===== src/rtl/clkgen_sequencer_if.sv =====
// Command handshake between the register/command layer and the clock divider sequencer.
interface clkgen_sequencer_if #(
  parameter int unsigned DIV_W = 32,
  parameter int unsigned CNT_W = 16
);
  logic             CmdValid;
  logic             CmdReady;
  logic [DIV_W-1:0] CmdDiv;
  logic [CNT_W-1:0] CmdPeriods;

  modport master (output CmdValid, output CmdDiv, output CmdPeriods, input CmdReady);
  modport slave  (input CmdValid, input CmdDiv, input CmdPeriods, output CmdReady);
endinterface


===== src/rtl/clkgen_sequencer.sv =====
// Sequences the clock divider: programs it while disabled, enables it for a fixed
// number of divided periods, then stops it and reports Done or Aborted.
module clkgen_sequencer #(
  parameter int unsigned DIV_W = 32,
  parameter int unsigned CNT_W = 16
) (
  input  logic             Clk,
  input  logic             Reset,
  clkgen_sequencer_if.slave cmd,
  input  logic             Abort,
  output logic [DIV_W-1:0] DivDin,
  output logic             DivConfig,
  output logic             DivEnable,
  output logic             Busy,
  output logic             Done,
  output logic             Aborted,
  output logic [CNT_W-1:0] PeriodsLeft
);

  typedef enum logic [1:0] {S_IDLE, S_CONFIG, S_RUN} state_t;

  state_t           state_q;
  logic [DIV_W-1:0] div_q;
  logic [DIV_W-1:0] div_d;
  logic [DIV_W-1:0] phase_q;
  logic [DIV_W-1:0] din_q;
  logic [CNT_W-1:0] left_q;
  logic             config_q;
  logic             enable_q;
  logic             busy_q;
  logic             done_q;
  logic             aborted_q;
  logic             accept;

  // Divisors 0 and 1 both mean pass-through.
  always_comb begin
    div_d = cmd.CmdDiv;
    if (cmd.CmdDiv <= DIV_W'(1)) div_d = DIV_W'(1);
  end

  assign cmd.CmdReady = (state_q == S_IDLE) && !Abort;
  assign accept       = cmd.CmdValid && cmd.CmdReady;

  always_ff @(posedge Clk or posedge Reset) begin
    if (Reset) begin
      state_q   <= S_IDLE;
      div_q     <= DIV_W'(1);
      phase_q   <= DIV_W'(1);
      din_q     <= DIV_W'(1);
      left_q    <= '0;
      config_q  <= 1'b0;
      enable_q  <= 1'b0;
      busy_q    <= 1'b0;
      done_q    <= 1'b0;
      aborted_q <= 1'b0;
    end else begin
      done_q    <= 1'b0;
      aborted_q <= 1'b0;
      case (state_q)
        S_IDLE: begin
          if (accept) begin
            div_q  <= div_d;
            left_q <= cmd.CmdPeriods;
            if (cmd.CmdPeriods == '0) begin
              done_q <= 1'b1;
            end else begin
              state_q  <= S_CONFIG;
              din_q    <= div_d;
              config_q <= 1'b1;
              busy_q   <= 1'b1;
            end
          end
        end
        S_CONFIG, S_RUN: begin
          if (Abort) begin
            state_q   <= S_IDLE;
            config_q  <= 1'b0;
            enable_q  <= 1'b0;
            busy_q    <= 1'b0;
            left_q    <= '0;
            phase_q   <= DIV_W'(1);
            aborted_q <= 1'b1;
          end else if (state_q == S_CONFIG) begin
            state_q  <= S_RUN;
            config_q <= 1'b0;
            enable_q <= 1'b1;
            phase_q  <= DIV_W'(1);
          end else if (phase_q == div_q) begin
            // One divided period finished; the last one ends the run.
            phase_q <= DIV_W'(1);
            left_q  <= left_q - CNT_W'(1);
            if (left_q == CNT_W'(1)) begin
              state_q  <= S_IDLE;
              enable_q <= 1'b0;
              busy_q   <= 1'b0;
              done_q   <= 1'b1;
            end
          end else begin
            phase_q <= phase_q + DIV_W'(1);
          end
        end
        default: state_q <= S_IDLE;
      endcase
    end
  end

  assign DivDin      = din_q;
  assign DivConfig   = config_q;
  assign DivEnable   = enable_q;
  assign Busy        = busy_q;
  assign Done        = done_q;
  assign Aborted     = aborted_q;
  assign PeriodsLeft = left_q;

endmodule

===== src/flat_wrapper.sv =====
// flat-port wrapper written by rule: the top's interface ports become plain ports
module clkgen_sequencer_flat 
#(
  parameter int unsigned DIV_W = 32,
  parameter int unsigned CNT_W = 16
)
  (Clk, Reset, Abort, DivDin, DivConfig, DivEnable, Busy, Done, Aborted, PeriodsLeft, cmd_CmdValid, cmd_CmdDiv, cmd_CmdPeriods, cmd_CmdReady);
  clkgen_sequencer_if #(.DIV_W(DIV_W), .CNT_W(CNT_W)) cmd_i ();
  input  logic Clk;
  input  logic Reset;
  input  logic Abort;
  output logic [DIV_W-1:0] DivDin;
  output logic DivConfig;
  output logic DivEnable;
  output logic Busy;
  output logic Done;
  output logic Aborted;
  output logic [CNT_W-1:0] PeriodsLeft;
  input wire logic [$bits(cmd_i.CmdValid)-1:0] cmd_CmdValid;
  input wire logic [$bits(cmd_i.CmdDiv)-1:0] cmd_CmdDiv;
  input wire logic [$bits(cmd_i.CmdPeriods)-1:0] cmd_CmdPeriods;
  output wire logic [$bits(cmd_i.CmdReady)-1:0] cmd_CmdReady;
  assign cmd_i.CmdValid = cmd_CmdValid;
  assign cmd_i.CmdDiv = cmd_CmdDiv;
  assign cmd_i.CmdPeriods = cmd_CmdPeriods;
  assign cmd_CmdReady = cmd_i.CmdReady;
  clkgen_sequencer #(.DIV_W(DIV_W), .CNT_W(CNT_W)) u_core (.Clk(Clk), .Reset(Reset), .cmd(cmd_i), .Abort(Abort), .DivDin(DivDin), .DivConfig(DivConfig), .DivEnable(DivEnable), .Busy(Busy), .Done(Done), .Aborted(Aborted), .PeriodsLeft(PeriodsLeft));
endmodule

===== config.mk =====
export PLATFORM = sky130hd
export DESIGN_NAME = clkgen_sequencer_flat
export DESIGN_NICKNAME = d
export VERILOG_FILES = /design/src/rtl/clkgen_sequencer_if.sv /design/src/rtl/clkgen_sequencer.sv /design/src/flat_wrapper.sv
export SDC_FILE = /design/constraint.sdc
export NUM_CORES = 1
export LEC_CHECK = 0
export CORE_MARGIN = 2
export CORE_UTILIZATION = 48
export DETAILED_ROUTE_END_ITERATION = 8
export GPL_TIMING_DRIVEN = 0
export PLACE_DENSITY_LB_ADDON = 0.12
export RECOVER_POWER = 100
export SYNTH_ARGS = -nofsm -noshare
export SYNTH_HDL_FRONTEND = slang
export SYNTH_SLANG_ARGS = --single-unit

===== constraint.sdc =====
create_clock -name Clk -period 4.14 [get_ports Clk]
set_input_delay 1.035 -clock Clk [delete_from_list [all_inputs] [get_ports Clk]]
set_output_delay 1.035 -clock Clk [all_outputs]
set_load 0.02 [all_outputs]

==> impl_metrics.yaml, run 1 <==
drt:
  drt_first_pass_iters: 5
  ant_nets: 0
  drc_errors: 0
  via_count: 4813
  totalWireLength_microns: 15550
  drtIter0Drc: 380
  vias_per_cell: 5.656
  wl_per_cell_microns: 18.27
global_route:
  antenna_found_initial: 0
  grt_use_met2_pct: 39.81
  met1_usage_pct: 32.27
  grt_pass1_vias: 4868
  grt_max_degree: 40
  top_usage_layer: "met2"
  grt_pass1_wl_microns: 25400
  gr-usage-all-layers_pct: 24.83
  use_met3_pct: 6.956
  grt-ovfl-total: 0
synth:
  synth_warnings: 0
  synth_top_family_by_area: "simple AND/OR/NAND/NOR gates"
  yosys.cell_types.count: 59
  synth_compound_area_share_pct: 8.464
  async_flop_share_pct: 100.0
  ys_ff_latch: 119
  synth.net_count: 604
  synth_cells: 545
  synth_xor_area_share_pct: 8.610
  syn_area_sq_mm: 0.006002
  synthMuxAreaShare_pct: 12.05
  ys_seq_area_share_pct: 49.68
  synth-simple-area-share_pct: 17.34
  synth_fa_ha_area_share_pct: 1.459
  syn-mean-instance-area_sq_um: 11.01
  ys.flop_type: "dfrtp_1"
  synth_edf_count: 0
finish:
  utilization_pct: 65.02
  fin_nets: 730
  layout_commonest_cell: "dfrtp_1"
  drive_gt1_share_pct: 16.40
  antenna_cells: 0
  syn2layout_area_growth_pct: 31.21
  final_cell_mix: "dfrtp_1 (116), mux2_2 (62), dlygate4sd3_1 (56)"
worst_setup_path:
  critPathMaxFanout: 10
  crit_path_end_kind: "flop"
  path_cells: "dlygate4sd3_1, nand3b_1, a41oi_1, clkbuf_1, mux2_2"
  critPathSlowestCell: "a41oi_1"
  critPathKind: "in -> reg"
  r2r_cells: 7
  critPathLaunchType: "input port"
  required_ns: 4.44
  crit_arrival_ns: 3.79
  cpPeakStageDelay_ns: 0.88
clocking:
  cts_tree: "yes"
  cts_sinks: 119
  clockBufferDepth: 2
  root_buffer: "clkbuf_16"
  holdBufCountCts: 0
  htreeDepth: 4
  cts_buffers: 17
  cts_setup_buffers: 0
  cts_resized: 0
  clk_latency_ns: 0.42
  path_clk_slew_ns: 0.05
die:
  die_y_microns: 115.8
  coreArea_sq_mm: 0.01211
  fp-row-count: 40
  dieArea_sq_mm: 0.01341
  die_w_microns: 115.8
  initial_core_util_pct: 49.56
  io_pins: 106
hold_path:
  min_path_cells: 2
  hp-class: "reg -> reg"
sta:
  grt_setup_unrepaired: "no"
  finalHoldViolations: 0
  fmax_mhz: 286.2
  fin_crit_sh_pct: 84.41
  tightest_slew_ns: 2.009
  relSlewSlack_pct: -33.96
  period_needed_ns: 3.494
  final_max_slew_viol_count: 39
  setup_viol: 0
  tns_ns: 0
  skew_ns: 0.005537
place:
  routabilityCongestion: 0.9267
  io_buffers: 104
  dp_hpwl_microns: 11670
pwr:
  p_per_area_mw_per_mm2: 735.4
  power_mw: 5.792
  vdd_drop_max_uv: 438.1
  leakage_nw: 3.237
run:
  max-cap-violations: 1
run_status:
  violations: "max-capacitance violations, max-slew violations"
  status: "complete, but fails checks"
==> cell families after synthesis <==
| family | count (synthesis) |
|---|---|
| and+or+nand+nor | 194 |
| AOI/OAI and AO/OA | 67 |
| xor gates and xnor gates | 59 |
| DFF | 119 |
| adders and majority gates | 7 |
| buffers and inverters | 35 |
| muxes | 64 |
==> sequential cells by signal (all words and copies together), names as in the netlist <==
signal and flops:
u_core.Aborted 1, u_core.state_q 2, u_core.DivConfig 1, u_core.DivEnable 1, u_core.PeriodsLeft 16, u_core.DivDin 32
u_core.phase_q 32, u_core.Busy 1, u_core.Done 1, u_core.div_q 32
==> layout make-up <==
type | instances | area (sq um)
buffer | 22 | 86.33
clock buffer | 23 | 488.0
clock inverter | 8 | 120.1
fill | 976 | 4237
inverter | 13 | 50.05
multi-input combinational | 391 | 2854
sequential | 119 | 2982
tap | 168 | 210.2
timing repair buffer | 107 | 1085
==> per-stage QoR <==
stage	hold WS [ns]	area [sq um]	setup WS (ns)	instances
after floorplan	0.4655	6006	1.563	545
after global placement	0.4770	7257	0.5180	817
after detailed placement	0.4847	7317	0.7120	820
after CTS	0.4923	7925	1.068	851
after global routing	0.5196	7875	0.4900	851
final	0.4892	7875	0.6456	851
==> report_power, final <==
group | leakage (nW) | switching, mW | total [mW] | internal [mW]
Combinational | 1.45 | 1.27 | 2.35 | 1.08
Sequential | 1.49 | 0.332 | 1.93 | 1.60
Clock | 0.295 | 0.509 | 1.51 | 1.00
Total | 3.24 | 2.12 | 5.79 | 3.68
==> critical path: cells and delay by family <==
family | cells | cell delay (ns)
buf+inv | 2 | 1.11
compound gates | 1 | 0.88
mux | 1 | 0.41
simple gates | 1 | 0.35
==> per-layer routing <==
layer	up-vias	wire [microns]
met5	-	0
met4	0	308
met3	29	1018
met2	187	7362
met1	2371	6858
li1	2226	-
==> Yosys cell counts (3+ instances only) <==
library cell | number | area [sq um]
nor2_1 | 53 | 198.9
a21oi_1 | 13 | 65.06
dfrtp_1 | 116 | 2903
nand2_1 | 33 | 123.9
o22a_1 | 3 | 26.28
nand2b_1 | 3 | 18.77
nor2b_1 | 10 | 62.56
and2_1 | 3 | 18.77
o22ai_1 | 3 | 18.77
or4_4 | 3 | 33.78
nor3_1 | 11 | 55.05
o211a_1 | 3 | 30.03
inv_1 | 13 | 48.80
and3_1 | 9 | 56.30
buf_2 | 10 | 50.05
or3_1 | 3 | 18.77
dfstp_2 | 3 | 78.83
nand4_1 | 22 | 137.6
nor4_1 | 15 | 93.84
clkbuf_1 | 11 | 41.29
a2bb2oi_1 | 4 | 35.03
a41oi_1 | 5 | 43.79
a32o_1 | 5 | 50.05
xnor2_1 | 47 | 411.6
nand3_1 | 16 | 80.08
ha_1 | 7 | 87.58
xor2_1 | 12 | 105.1
mux2_2 | 62 | 698.2
o21ai_0 | 12 | 60.06
==> worst paths after layout <==
path	startpoint	endpoint	slack (ns)
min in group asynchronous	Reset	u_core.phase_q[10]$_DFFE_PP0N_	1.03
max in group asynchronous	Reset	u_core.DivDin[9]$_DFFE_PP0P_	0.92
setup / recovery	cmd_CmdValid	u_core.DivDin[9]$_DFFE_PP0P_	0.65
setup reg to reg	u_core.phase_q[27]$_DFFE_PP0N_	u_core.phase_q[23]$_DFFE_PP0N_	0.92
hold / removal	u_core.div_q[0]$_DFFE_PP1P_	u_core.div_q[0]$_DFFE_PP1P_	0.49
hold reg to reg	u_core.div_q[0]$_DFFE_PP1P_	u_core.div_q[0]$_DFFE_PP1P_	0.49
Power figures use the tool's default switching activity.
==> run 2, diff against run 1 <==
==> constraint.sdc (replaced) <==
create_clock -name Clk -period 3 [get_ports Clk]
set_input_delay 0.75 -clock Clk [delete_from_list [all_inputs] [get_ports Clk]]
set_output_delay 0.75 -clock Clk [all_outputs]
set_load 0.02 [all_outputs]
==> impl_metrics.yaml, run 2 (synthesis results as in run 1) <==
run_status:
  status: "finished, final reports clean"
clocking:
  htreeDepth: 4
  root_buffer: "clkbuf_16"
  cts_tree: "yes"
  cts_buffers: 17
  holdBufCountCts: 0
  path_clk_slew_ns: 0.05
  clk_latency_ns: 0.42
  clockBufferDepth: 2
  cts_sinks: 119
drt:
  ant_nets: 0
  drtIter0Drc: 383
  via_count: 4854
  wl_per_cell_microns: 18.35
  drt_first_pass_iters: 5
  totalWireLength_microns: 15650
  vias_per_cell: 5.691
  drc_errors: 0
sta:
  grt_setup_unrepaired: "no"
  skew_ns: 0.005214
  final_max_slew_viol_count: 0
  setup_viol: 0
  fmax_mhz: 352.6
  holdWs_ns: 0.4891
  finalHoldViolations: 0
  period_needed_ns: 2.836
  relSlewSlack_pct: 37.27
  tns_ns: 0
  fin_crit_sh_pct: 94.54
  tightest_slew_ns: 0.9409
finish:
  drive_gt1_share_pct: 17.81
  layout_commonest_cell: "dfrtp_1"
  syn2layout_area_growth_pct: 31.37
  final_cell_mix: "dfrtp_1 (116), mux2_2 (62), dlygate4sd3_1 (55)"
  antenna_cells: 0
  stdcell_count: 853
  fin_nets: 732
worst_setup_path:
  critPathKind: "in -> reg"
  rr_startpoint: "u_core.phase_q[24]$_DFFE_PP0N_"
  crit_path_end_kind: "flop"
  required_ns: 3.30
  reg2reg_to: "u_core.PeriodsLeft[13]$_DFFE_PP0P_"
  reg2reg_setup_slack_ns: 0.21
  crit_arrival_ns: 3.14
  critPathMaxFanout: 7
  critPathLaunchType: "input port"
  r2r_cells: 6
  cp-startpoint: "cmd_CmdPeriods[5]"
die:
  die_w_microns: 115.8
  fp-row-count: 40
  io_pins: 106
  die_y_microns: 115.8
  coreArea_sq_mm: 0.01211
  dieArea_sq_mm: 0.01341
  initial_core_util_pct: 49.56
global_route:
  grt-ovfl-total: 0
  gr-usage-all-layers_pct: 24.87
  grt_pass1_vias: 4875
  antenna_found_initial: 0
  grt_pass1_wl_microns: 25450
  grt_max_degree: 40
place:
  io_buffers: 104
  dp_cells: 820
  routabilityCongestion: 0.9267
  dp_hpwl_microns: 11670
pwr:
  leakage_nw: 3.254
  vdd_drop_max_uv: 602.1
  p_per_area_mw_per_mm2: 1020
  power_mw: 8.046
run:
  max-cap-violations: 0
hold_path:
  hp-class: "reg -> reg"
  min_path_cells: 2
  hp-start: "u_core.div_q[0]$_DFFE_PP1P_"
  min_to: "u_core.div_q[0]$_DFFE_PP1P_"
==> run 2: cell count changes in the layout (fill, tap and decap cells not counted), sizes merged <==
cell and change:
clkdlybuf4s50 +1, buf +2, dlygate4sd3 -1
==> run 2: worst max path at each step <==
stage	cells past startpoint	endpoint	slack, ns
floorplan	9	u_core.PeriodsLeft[11]$_DFFE_PP0P_	0.69
global placement	2	u_core.DivDin[19]$_DFFE_PP0P_	-0.34
finish	6	u_core.state_q[0]$_DFFE_PP0P_	0.16
CTS	9	u_core.PeriodsLeft[11]$_DFFE_PP0P_	0.20
global route	7	u_core.phase_q[31]$_DFFE_PP0N_	0.06
detailed placement	6	u_core.state_q[0]$_DFFE_PP0P_	-0.14
==> run 2: cell type report <==
| class | instances | area, sq um |
|---|---|---|
| Inverter | 13 | 50.05 |
| Tap cell | 168 | 210.2 |
| Multi-Input combinational cell | 391 | 2867 |
| Timing Repair Buffer | 109 | 1074 |
| Fill cell | 978 | 4227 |
| Clock buffer | 23 | 488.0 |
| Sequential cell | 119 | 2982 |
| Buffer | 22 | 95.09 |
| Clock inverter | 8 | 120.1 |
==> run 2: stage by stage <==
stage	area, sq um	setup slack [ns]	util (%)
after floorplan	6006	0.6880	-
after global placement	7257	-0.3370	59.92
after detailed placement	7317	-0.1430	60.41
after CTS	7936	0.1975	65.53
after global routing	7885	0.05645	65.10
final	7885	0.1639	65.10
==> run 2: critical path, cell delays in order <==
cell and delay, ns:
clkdlybuf4s50_1 0.45, nor4_1 0.57, a41oi_2 0.47, nor2b_1 0.34, o21bai_1 0.22, mux2_4 0.33
==> run 2: what timing repair did <==
action / CTS / global route
setup buffers: 0 / 2
pin swaps: 0 / 1
gates cloned: 0 / 0
endpoints found under the setup margin: 4 / 3
resized for setup: 1 / 0
==> run 2: power by group <==
| part | total [mW] | switching, mW | internal, mW | leakage, nW |
|---|---|---|---|---|
| sequential | 2.66 | 0.461 | 2.20 | 1.49 |
| combinational | 3.29 | 1.77 | 1.52 | 1.47 |
| clock | 2.09 | 0.705 | 1.38 | 0.295 |
| total | 8.05 | 2.94 | 5.11 | 3.25 |
==> run 2: routing by layer <==
layer | global-route usage, % | routed length, microns | up-vias
met5 | 0 | 0 | -
met4 | 9.444 | 348 | 0
met3 | 6.956 | 1065 | 34
met2 | 39.88 | 7329 | 196
met1 | 32.33 | 6909 | 2396
li1 | - | - | 2228
==> run 3, diff against run 2 <==
--- a/config.mk
+++ b/config.mk
@@ -6,7 +6,7 @@
 export NUM_CORES = 1
 export LEC_CHECK = 0
 export CORE_MARGIN = 2
-export CORE_UTILIZATION = 48
+export CORE_UTILIZATION = 50
 export DETAILED_ROUTE_END_ITERATION = 8
 export GPL_TIMING_DRIVEN = 0
 export PLACE_DENSITY_LB_ADDON = 0.12
==> constraint.sdc (replaced) <==
create_clock -name Clk -period 3.3 [get_ports Clk]
set_input_delay 0.825 -clock Clk [delete_from_list [all_inputs] [get_ports Clk]]
set_output_delay 0.825 -clock Clk [all_outputs]
set_load 0.02 [all_outputs]
==> impl_metrics.yaml, run 3 (synthesis results as in run 1) <==
finish:
  seq_area_sq_mm: 0.002982
  antenna_cells: 0
  multi_input_area_sq_mm: 0.002856
  syn2layout_area_growth_pct: 30.73
  drive_gt1_share_pct: 17.69
  final_cell_mix: "dfrtp_1 (116), mux2_2 (62), dlygate4sd3_1 (56)"
  fillers: 916
  fin_nets: 730
  layout_commonest_cell: "dfrtp_1"
run_status:
  status: "finished, final reports clean"
place:
  routabilityCongestion: 0.8972
  dpl_worst_slack_ns: 0.1100
  dp_hpwl_microns: 11400
  io_buffers: 104
drt:
  vias_per_cell: 5.847
  totalWireLength_microns: 15380
  drc_errors: 0
  via_count: 4859
  ant_nets: 0
  wl_per_cell_microns: 18.51
  drtIter0Drc: 368
  drt_first_pass_iters: 6
sta:
  relSlewSlack_pct: 20.73
  fmax_mhz: 318.6
  holdWs_ns: 0.4922
  grt_setup_unrepaired: "no"
  final_max_slew_viol_count: 0
  fin_crit_sh_pct: 95.12
  tightest_slew_ns: 1.178
  setup_slack_ns: 0.1610
  setup_viol: 0
  skew_ns: 0.008061
  finalHoldViolations: 0
  period_needed_ns: 3.139
hold_path:
  min_path_cells: 2
  hp-class: "reg -> reg"
run:
  max-cap-violations: 0
clocking:
  cts_resized: 0
  root_buffer: "clkbuf_16"
  cts_setup_buffers: 0
  htreeDepth: 4
  cts_buffers: 17
  cts_sinks: 119
  holdBufCountCts: 0
  clockBufferDepth: 2
  path_clk_slew_ns: 0.05
  clk_latency_ns: 0.42
  cts_tree: "yes"
die:
  coreArea_sq_mm: 0.01186
  dieArea_sq_mm: 0.01290
  die_y_microns: 113.6
  io_pins: 106
  fp-row-count: 40
  die_w_microns: 113.6
  initial_core_util_pct: 50.60
worst_setup_path:
  crit_arrival_ns: 3.43
  critPathLaunchType: "flop"
  critPathKind: "reg -> reg"
  crit_path_end_kind: "flop"
  required_ns: 3.59
  critPathMaxFanout: 10
  r2r_cells: 7
global_route:
  grt_max_degree: 43
  grt-ovfl-total: 0
  gr-usage-all-layers_pct: 25.48
  grt_pass1_wl_microns: 25400
  grt_pass1_vias: 5020
  antenna_found_initial: 0
pwr:
  p_per_area_mw_per_mm2: 925.8
  leakage_nw: 3.258
  vdd_drop_max_uv: 629.5
-- run 3: critical path, cell delays in order (launching register included) --
cell	delay, ns
dfrtp_1	0.43
xnor2_1	0.32
nand4_1	0.22
nor4_1	0.99
nand2_2	0.29
a21oi_1	0.35
clkbuf_2	0.31
nor2_1	0.10
-- run 3: routing by layer --
layer / GRT usage (%) / share of wire (%)
met1: 32.64 / 43
met2: 41.08 / 48
met3: 5.898 / 7.0
met4: 12.44 / 2.4
met5: 0 / 0
-- run 3: through the flow --
stage	instance area [sq um]	setup TNS, ns	instances	util [%]	total power [mW]
global placement	7231	-12.86	796	60.96	5.409
CTS	7911	0	831	66.70	7.455
floorplan	6006	0	545	-	4.286
global route	7846	0	831	66.15	7.674
detailed placement	7291	0	799	61.47	5.500
finish	7846	0	831	66.15	7.264
-- run 3: path summary, 6_finish.rpt --
path / startpoint / to / slack (ns)
max: u_core.phase_q[24]$_DFFE_PP0N_ / u_core.phase_q[13]$_DFFE_PP0N_ / 0.16
max reg2reg: u_core.phase_q[24]$_DFFE_PP0N_ / u_core.phase_q[13]$_DFFE_PP0N_ / 0.16
min in group asynchronous: Reset / u_core.Done$_DFF_PP0_ / 0.84
max in group asynchronous: Reset / u_core.div_q[19]$_DFFE_PP0P_ / 0.45
min reg2reg: u_core.div_q[0]$_DFFE_PP1P_ / u_core.div_q[0]$_DFFE_PP1P_ / 0.49
min: u_core.div_q[0]$_DFFE_PP1P_ / u_core.div_q[0]$_DFFE_PP1P_ / 0.49
-- run 3: cell type report --
class	instances	area share, %
well taps	147	2.344
inverters	13	0.6379
flip-flops and latches	119	38.00
multi-input cells	391	36.41
clock inverters	7	1.467
repair buffers	107	13.49
clock buffers	25	6.442
plain buffers	22	1.212
-- run 3: power breakdown --
part / total [mW] / switching, mW / leakage [nW] / internal, mW
Combinational: 2.95 / 1.60 / 1.47 / 1.35
Sequential: 2.41 / 0.406 / 1.49 / 2.00
Clock: 1.91 / 0.626 / 0.299 / 1.28
Total: 7.26 / 2.63 / 3.26 / 4.64
